**src/rtl/cordic_pkg.sv**
```systemverilog
// Shared definitions for the iterative CORDIC rotation engine.
//   state_e     : sequencer states (IDLE / ROTATE / DONE)
//   DEF_*       : default widths and iteration count
//   k_width()   : width of the shift-order counter for a given iteration count
//   atan_const(): elaboration-time angle constant e_k, 45 deg = 2^(aw-1)
package cordic_pkg;

  localparam int DEF_ADDRESS_WIDTH = 8;
  localparam int DEF_VALUE_WIDTH   = 8;
  localparam int DEF_ITERATIONS    = 8;

  typedef enum logic [1:0] {
    ST_IDLE   = 2'd0,
    ST_ROTATE = 2'd1,
    ST_DONE   = 2'd2
  } state_e;

  function automatic int k_width(input int iters);
    return (iters > 1) ? $clog2(iters) : 1;
  endfunction

  // round(atan(2^-k) / (pi/4) * 2^(aw-1)). atan(1) is exactly pi/4, so k=0 is
  // returned directly; for k>=1 the argument is <= 0.5 and the Taylor series
  // converges well within the fixed term count.
  function automatic int atan_const(input int k, input int aw);
    real t;
    real t2;
    real term;
    real acc;
    real scale;
    if (k == 0) begin
      return 1 << (aw - 1);
    end
    t = 1.0;
    for (int i = 0; i < k; i++) begin
      t = t / 2.0;
    end
    t2   = t * t;
    term = t;
    acc  = 0.0;
    for (int n = 0; n < 40; n++) begin
      if ((n % 2) == 0) acc = acc + term / real'(2 * n + 1);
      else              acc = acc - term / real'(2 * n + 1);
      term = term * t2;
    end
    scale = 1.0;
    for (int i = 0; i < aw - 1; i++) begin
      scale = scale * 2.0;
    end
    return $rtoi(acc / 0.7853981633974483 * scale + 0.5);
  endfunction

endpackage

```
**src/rtl/cordic_iter_sequencer_if.sv**
```systemverilog
// Handshake bundle between the phase accumulator (master) and the CORDIC
// engine (slave).
//   start_valid/start_ready   : operand handshake, carries x_in/y_in/z_in
//   result_valid/result_ready : result handshake, carries x_out/y_out/z_res
//   busy                      : engine is rotating or holding a result
interface cordic_iter_sequencer_if
  import cordic_pkg::*;
#(
  parameter int ADDRESS_WIDTH = DEF_ADDRESS_WIDTH,
  parameter int VALUE_WIDTH   = DEF_VALUE_WIDTH
);
  logic                        start_valid;
  logic                        start_ready;
  logic signed [VALUE_WIDTH:0]   x_in;
  logic signed [VALUE_WIDTH:0]   y_in;
  logic signed [ADDRESS_WIDTH:0] z_in;
  logic                        result_valid;
  logic                        result_ready;
  logic signed [VALUE_WIDTH:0]   x_out;
  logic signed [VALUE_WIDTH:0]   y_out;
  logic signed [ADDRESS_WIDTH:0] z_res;
  logic                        busy;

  modport master (
    output start_valid, x_in, y_in, z_in, result_ready,
    input  start_ready, result_valid, x_out, y_out, z_res, busy
  );

  modport slave (
    input  start_valid, x_in, y_in, z_in, result_ready,
    output start_ready, result_valid, x_out, y_out, z_res, busy
  );
endinterface

```
**src/rtl/cordic_micro_rotate.sv**
```systemverilog
// One combinational CORDIC micro-rotation.
//   i_x, i_y : current vector (signed)
//   i_z      : current residual angle (signed); its sign picks the direction
//   i_k      : shift order for this step
//   i_ek     : angle constant for this step (unsigned magnitude)
//   o_x,o_y,o_z : updated vector and residual, two's complement wrap
module cordic_micro_rotate #(
  parameter int VALUE_WIDTH   = 8,
  parameter int ADDRESS_WIDTH = 8,
  parameter int K_WIDTH       = 3
) (
  input  logic signed [VALUE_WIDTH:0]   i_x,
  input  logic signed [VALUE_WIDTH:0]   i_y,
  input  logic signed [ADDRESS_WIDTH:0] i_z,
  input  logic        [K_WIDTH-1:0]     i_k,
  input  logic        [ADDRESS_WIDTH:0] i_ek,
  output logic signed [VALUE_WIDTH:0]   o_x,
  output logic signed [VALUE_WIDTH:0]   o_y,
  output logic signed [ADDRESS_WIDTH:0] o_z
);

  logic signed [VALUE_WIDTH:0] w_xs;
  logic signed [VALUE_WIDTH:0] w_ys;
  logic                        w_neg;

  // Log-stage barrel shifter: stage b shifts by 2^b when bit b of k is set.
  always_comb begin
    w_xs = i_x;
    w_ys = i_y;
    for (int b = 0; b < K_WIDTH; b++) begin
      if (i_k[b]) begin
        w_xs = w_xs >>> (1 << b);
        w_ys = w_ys >>> (1 << b);
      end
    end
  end

  assign w_neg = i_z[ADDRESS_WIDTH];

  always_comb begin
    if (w_neg) begin
      o_x = i_x + w_ys;
      o_y = i_y - w_xs;
      o_z = i_z + i_ek;
    end else begin
      o_x = i_x - w_ys;
      o_y = i_y + w_xs;
      o_z = i_z - i_ek;
    end
  end

endmodule

```
**src/rtl/cordic_iter_sequencer.sv**
```systemverilog
// Iterative CORDIC rotation engine: one micro-rotation datapath reused for
// ITERATIONS cycles per operation, wrapped in valid/ready handshakes.
//   CLK   : system clock, rising edge
//   RESET : asynchronous, active-high; aborts any operation in flight
//   bus   : slave side of cordic_iter_sequencer_if (operands, results, busy)
//
// state     | meaning
// ST_IDLE   | start_ready high, waiting for an operand
// ST_ROTATE | one micro-rotation per cycle, k = 0..ITERATIONS-1
// ST_DONE   | result_valid high, outputs held until result_ready
module cordic_iter_sequencer
  import cordic_pkg::*;
#(
  parameter int ADDRESS_WIDTH = DEF_ADDRESS_WIDTH,
  parameter int VALUE_WIDTH   = DEF_VALUE_WIDTH,
  parameter int ITERATIONS    = DEF_ITERATIONS
) (
  input  logic                    CLK,
  input  logic                    RESET,
  cordic_iter_sequencer_if.slave  bus
);

  localparam int KW = k_width(ITERATIONS);
  localparam logic [KW-1:0] K_LAST = KW'(ITERATIONS - 1);

  state_e r_state;
  state_e w_state_nxt;

  logic        [KW-1:0]          r_k;
  logic signed [VALUE_WIDTH:0]   r_x;
  logic signed [VALUE_WIDTH:0]   r_y;
  logic signed [ADDRESS_WIDTH:0] r_z;
  logic signed [VALUE_WIDTH:0]   r_x_out;
  logic signed [VALUE_WIDTH:0]   r_y_out;
  logic signed [ADDRESS_WIDTH:0] r_z_res;

  logic signed [VALUE_WIDTH:0]   w_x_nxt;
  logic signed [VALUE_WIDTH:0]   w_y_nxt;
  logic signed [ADDRESS_WIDTH:0] w_z_nxt;
  logic        [ADDRESS_WIDTH:0] w_ek;

  // Angle table padded to a power of two so any counter value indexes it.
  logic [ADDRESS_WIDTH:0] w_ek_tab [2**KW];

  for (genvar g = 0; g < 2**KW; g++) begin : g_ek_tab
    localparam int EK = (g < ITERATIONS) ? atan_const(g, ADDRESS_WIDTH) : 0;
    assign w_ek_tab[g] = EK[ADDRESS_WIDTH:0];
  end

  assign w_ek = w_ek_tab[r_k];

  cordic_micro_rotate #(
    .VALUE_WIDTH   (VALUE_WIDTH),
    .ADDRESS_WIDTH (ADDRESS_WIDTH),
    .K_WIDTH       (KW)
  ) u_step (
    .i_x  (r_x),
    .i_y  (r_y),
    .i_z  (r_z),
    .i_k  (r_k),
    .i_ek (w_ek),
    .o_x  (w_x_nxt),
    .o_y  (w_y_nxt),
    .o_z  (w_z_nxt)
  );

  always_ff @(posedge CLK or posedge RESET) begin
    if (RESET) r_state <= ST_IDLE;
    else       r_state <= w_state_nxt;
  end

  always_comb begin
    w_state_nxt = r_state;
    case (r_state)
      ST_IDLE:   if (bus.start_valid)  w_state_nxt = ST_ROTATE;
      ST_ROTATE: if (r_k == K_LAST)    w_state_nxt = ST_DONE;
      ST_DONE:   if (bus.result_ready) w_state_nxt = ST_IDLE;
      default:                         w_state_nxt = ST_IDLE;
    endcase
  end

  always_ff @(posedge CLK or posedge RESET) begin
    if (RESET) begin
      r_k     <= '0;
      r_x     <= '0;
      r_y     <= '0;
      r_z     <= '0;
      r_x_out <= '0;
      r_y_out <= '0;
      r_z_res <= '0;
    end else begin
      case (r_state)
        ST_IDLE: begin
          if (bus.start_valid) begin
            r_x <= bus.x_in;
            r_y <= bus.y_in;
            r_z <= bus.z_in;
            r_k <= '0;
          end
        end
        ST_ROTATE: begin
          r_x <= w_x_nxt;
          r_y <= w_y_nxt;
          r_z <= w_z_nxt;
          if (r_k == K_LAST) begin
            r_k     <= '0;
            r_x_out <= w_x_nxt;
            r_y_out <= w_y_nxt;
            r_z_res <= w_z_nxt;
          end else begin
            r_k <= r_k + KW'(1);
          end
        end
        default: ;
      endcase
    end
  end

  // Reset forces the state to IDLE, so start_ready is gated to stay low
  // while RESET is still asserted.
  assign bus.start_ready  = (r_state == ST_IDLE) && !RESET;
  assign bus.result_valid = (r_state == ST_DONE);
  assign bus.busy         = (r_state == ST_ROTATE) || (r_state == ST_DONE);
  assign bus.x_out        = r_x_out;
  assign bus.y_out        = r_y_out;
  assign bus.z_res        = r_z_res;

endmodule

```
**src/flat_wrapper.sv**
```systemverilog
// flat-port wrapper written by rule: the top's interface ports become plain ports
module cordic_iter_sequencer_flat import cordic_pkg::*;
#(
  parameter int ADDRESS_WIDTH = DEF_ADDRESS_WIDTH,
  parameter int VALUE_WIDTH   = DEF_VALUE_WIDTH,
  parameter int ITERATIONS    = DEF_ITERATIONS
)
  (CLK, RESET, bus_start_valid, bus_x_in, bus_y_in, bus_z_in, bus_result_ready, bus_start_ready, bus_result_valid, bus_x_out, bus_y_out, bus_z_res, bus_busy);
  cordic_iter_sequencer_if #(.ADDRESS_WIDTH(ADDRESS_WIDTH), .VALUE_WIDTH(VALUE_WIDTH)) bus_i ();
  input  logic CLK;
  input  logic RESET;
  input wire logic [$bits(bus_i.start_valid)-1:0] bus_start_valid;
  input wire logic [$bits(bus_i.x_in)-1:0] bus_x_in;
  input wire logic [$bits(bus_i.y_in)-1:0] bus_y_in;
  input wire logic [$bits(bus_i.z_in)-1:0] bus_z_in;
  input wire logic [$bits(bus_i.result_ready)-1:0] bus_result_ready;
  output wire logic [$bits(bus_i.start_ready)-1:0] bus_start_ready;
  output wire logic [$bits(bus_i.result_valid)-1:0] bus_result_valid;
  output wire logic [$bits(bus_i.x_out)-1:0] bus_x_out;
  output wire logic [$bits(bus_i.y_out)-1:0] bus_y_out;
  output wire logic [$bits(bus_i.z_res)-1:0] bus_z_res;
  output wire logic [$bits(bus_i.busy)-1:0] bus_busy;
  assign bus_i.start_valid = bus_start_valid;
  assign bus_i.x_in = bus_x_in;
  assign bus_i.y_in = bus_y_in;
  assign bus_i.z_in = bus_z_in;
  assign bus_i.result_ready = bus_result_ready;
  assign bus_start_ready = bus_i.start_ready;
  assign bus_result_valid = bus_i.result_valid;
  assign bus_x_out = bus_i.x_out;
  assign bus_y_out = bus_i.y_out;
  assign bus_z_res = bus_i.z_res;
  assign bus_busy = bus_i.busy;
  cordic_iter_sequencer #(.ADDRESS_WIDTH(ADDRESS_WIDTH), .VALUE_WIDTH(VALUE_WIDTH), .ITERATIONS(ITERATIONS)) u_core (.CLK(CLK), .RESET(RESET), .bus(bus_i));
endmodule
```
**config.mk**
```make
export PLATFORM = sky130hd
export DESIGN_NAME = cordic_iter_sequencer_flat
export DESIGN_NICKNAME = d
export VERILOG_FILES = /design/src/rtl/cordic_pkg.sv /design/src/rtl/cordic_iter_sequencer_if.sv /design/src/rtl/cordic_micro_rotate.sv /design/src/rtl/cordic_iter_sequencer.sv /design/src/flat_wrapper.sv
export SDC_FILE = /design/constraint.sdc
export NUM_CORES = 1
export LEC_CHECK = 0
export CORE_UTILIZATION = 45
export DETAILED_ROUTE_END_ITERATION = 10
export PLACE_DENSITY_LB_ADDON = 0.08
export SYNTH_ARGS = -nofsm -noshare
export SYNTH_HDL_FRONTEND = slang
export SYNTH_HIERARCHICAL = 1
export SYNTH_SLANG_ARGS = --single-unit
```
**constraint.sdc**
```tcl
create_clock -name CLK -period 5.8 [get_ports CLK]
set_input_delay 1.16 -clock CLK [delete_from_list [all_inputs] [get_ports CLK]]
set_output_delay 1.16 -clock CLK [all_outputs]
set_load 0.03 [all_outputs]
```
==> reports/qor.txt <==
status: finished clean
largest net degree at the start of global routing: 60
Cell Rows: 37
Setup CP Type: flip-flop to flip-flop
Buf+Inv Stages, Crit Path: 0
starting density of the core: 46.7%
worst path cell trace: mux2_2 > o21bai_1 > nor2_1 > a21oi_1 > ha_1 > nor2_1 > a21oi_1 > fa_1 > nand2b_1 > a21boi_0 > o21a_1 > o21ai_0 > a211o_1 > xnor3_1 > mux2_2
max cap viols: 0
fin crit period: 4.52 ns
area grow syn2layout: 18.2%
post-synthesis sequential area ratio: 30.5%
final WL: 10,700 microns
RSZ-0062 raised after global routing: false
Final setup viols: 0
worst skew pair latency: 0.35 ns
# IOs: 61
Root Buffer: clkbuf_8
Vias: 3,732
Avg WL per Cell: 15.3 microns
Final #Nets: 626
number of synthesis warnings: 6
max-slew violation count: 0
Gates resized, CTS repair: 0
crit-path leading delay family: compound AO/OA/AOI/OAI gates
crit-path max cell delay: 1.04 ns
Die ar.: 11,200 sq um
Post-Syn Nets: 576
Primary FF master, synth: dfrtp_1
critical path startpoint category: flip-flop
post-DR vias/cell: 5.35
Arr. time, crit path: 4.75 ns
Clock transition at path regs: 0.07 ns
Max Root-Sink Buffers: 2
Syn Inst Count: 506
Max Fanout on Critical Path: 28
Final TNS setup: 0 ns
layout cells sized above 1: 12.3%
H-tree levels: 3
vias in the first global route: 3,689
Synth cell types: 57
Post-CTS Hold Buffers: 0
Post-synth EDFFs: 0
initial antenna violation count: 0
first-pass GRT wire length: 17,800 microns
die height: 106 microns
CP required: 6.03 ns
Post-DRT Antenna Nets: 0
worst-margin pin slew: 1.11 ns
Final GP Congestion: 0.810
period utilisation layout: 78.0%
Post CTS Setup Buffer Count: 0
Die W: 106 microns
port bufs: 60
core footprint: 10,400 sq um
Setup Skew: 0.00763 ns
ys async rst share: 100%
n_diodes: 0
Mapped Avg Cell Area: 9.58 sq um
DRC: 0
Fmax: 221 MHz
clock sink count: 59
Slowest cell on crit path: dfrtp_1
Final Hold Vio Count: 0
total track usage: 20.3%
mapped cell area: 4850 sq um
Crit. End Element: flip-flop
DRT Pass-1 Iters: 4
CTS buffer count: 9
Hold Crit Class: flip-flop to flip-flop
Core Util, Final: 55.2%
CTS tree: done
Final HPWL DP: 7570 microns
number of synthesized register bits: 59
Remaining Overflow, GRT: 0
1st-iter DRT viols: 135
Slew HR: 26.1%
## path summary, 6_finish.rpt
kind	slack, ns	cells past startpoint	to	start
max	1.28	15	u_core/bus.y_out[8]$_DFFE_PP0P_	u_core/r_k[1]$_DFFE_PP0P_
min in group asynchronous	1.38	3	u_core/bus.x_out[6]$_DFFE_PP0P_	RESET
min	0.50	2	u_core/r_z[3]$_DFFE_PP0P_	u_core/r_z[3]$_DFFE_PP0P_
min reg2reg	0.50	2	u_core/r_z[3]$_DFFE_PP0P_	u_core/r_z[3]$_DFFE_PP0P_
max reg2reg	1.28	15	u_core/bus.y_out[8]$_DFFE_PP0P_	u_core/r_k[1]$_DFFE_PP0P_
max in group asynchronous	3.90	3	u_core/r_x[0]$_DFFE_PP0P_	RESET
## registers in the layout, indices dropped and copies added (netlist names)
signal            cells
u_core/r_y            9
u_core/bus.y_out      9
u_core/r_state        2
u_core/r_k            3
u_core/r_z            9
u_core/r_x            9
u_core/bus.x_out      9
u_core/bus.z_res      9
## cells in the final DEF (no fill, tap or decap), drive strengths merged, types with 2 or more instances in the layout
cell type,synthesis,routed
a21boi,4,4
a21o,5,5
a21oi,25,25
a31oi,5,5
buf,20,5
bufinv,0,2
clkbuf,6,12
clkdlybuf4s50,0,60
dfrtp,59,59
fa,3,3
ha,36,36
inv,25,25
mux2,33,33
mux2i,45,45
mux4,6,6
nand2,39,39
nand2b,9,9
nand3,2,2
nor2,41,41
nor2b,16,16
nor3,13,13
nor3b,2,2
nor4b,2,2
o211ai,2,2
o21a,5,5
o21ai,42,42
o21bai,2,2
o22ai,2,2
o41ai,3,3
xnor2,20,20
xor2,17,17
## worst register-to-register path, stage by stage, from the launching register on
cell,delay [ns]
dfrtp_1,1.04
mux2_2,0.44
o21bai_1,0.24
nor2_1,0.07
a21oi_1,0.18
ha_1,0.26
nor2_1,0.09
a21oi_1,0.07
fa_1,0.44
nand2b_1,0.16
a21boi_0,0.25
o21a_1,0.17
o21ai_0,0.11
a211o_1,0.27
xnor3_1,0.36
mux2_2,0.27
## synth_stat cells, types with 16 or more instances
master    n  area [sq um]
dfrtp_1  59          1480
xnor2_1  20           175
a21oi_1  25           125
ha_1     36           450
nand2_1  37           139
xor2_1   17           149
inv_1    25          93.8
o21ai_0  39           195
mux2_2   31           349
mux2i_1  43           430
nor2_1   41           154
nor2b_1  16           100
## layout make-up
class | instances | area (sq um)
Clock buffer | 12 | 155
Clock inverter | 4 | 72.6
Fill cell | 969 | 4640
Inverter | 25 | 93.8
Multi-Input combinational cell | 396 | 3120
Sequential cell | 59 | 1480
Tap cell | 136 | 170
Timing Repair Buffer | 65 | 638
## logic make-up after synthesis
| kind of cell | Yosys count | share of synthesized area (%) |
|---|---|---|
| AO/OA/AOI/OAI | 105 | 13.3 |
| XOR/XNOR | 39 | 7.64 |
| adder cells (fa/ha/maj) | 39 | 10.5 |
| buffers and inverters | 51 | 5.37 |
| flip-flops | 59 | 30.5 |
| multiplexers | 84 | 20.1 |
| other | 1 | 0.0774 |
| AND/OR/NAND/NOR | 128 | 12.5 |
## layer usage
layer  vias up  global-route usage (%)  part of all wire [%]
li1       1875                       -                     -
met1      1790                    25.4                    47
met2        54                    34.7                    49
met3        13                    4.45                   2.6
met4         0                    6.45                   1.4
met5         -                       0                     0
## per-stage QoR
stage	cell area (sq um)	instances	setup slack (ns)	hold slack (ns)
after global placement	5500	681	1.46	0.473
final	5730	697	1.28	0.495
after detailed placement	5500	681	1.34	0.481
after CTS	5730	697	1.32	0.500
after global routing	5730	697	0.971	0.514
after floorplan	4850	506	1.86	0.448
Power is not shown: default switching activity piles up to over one toggle a cycle in this logic, so the estimate is an artifact.
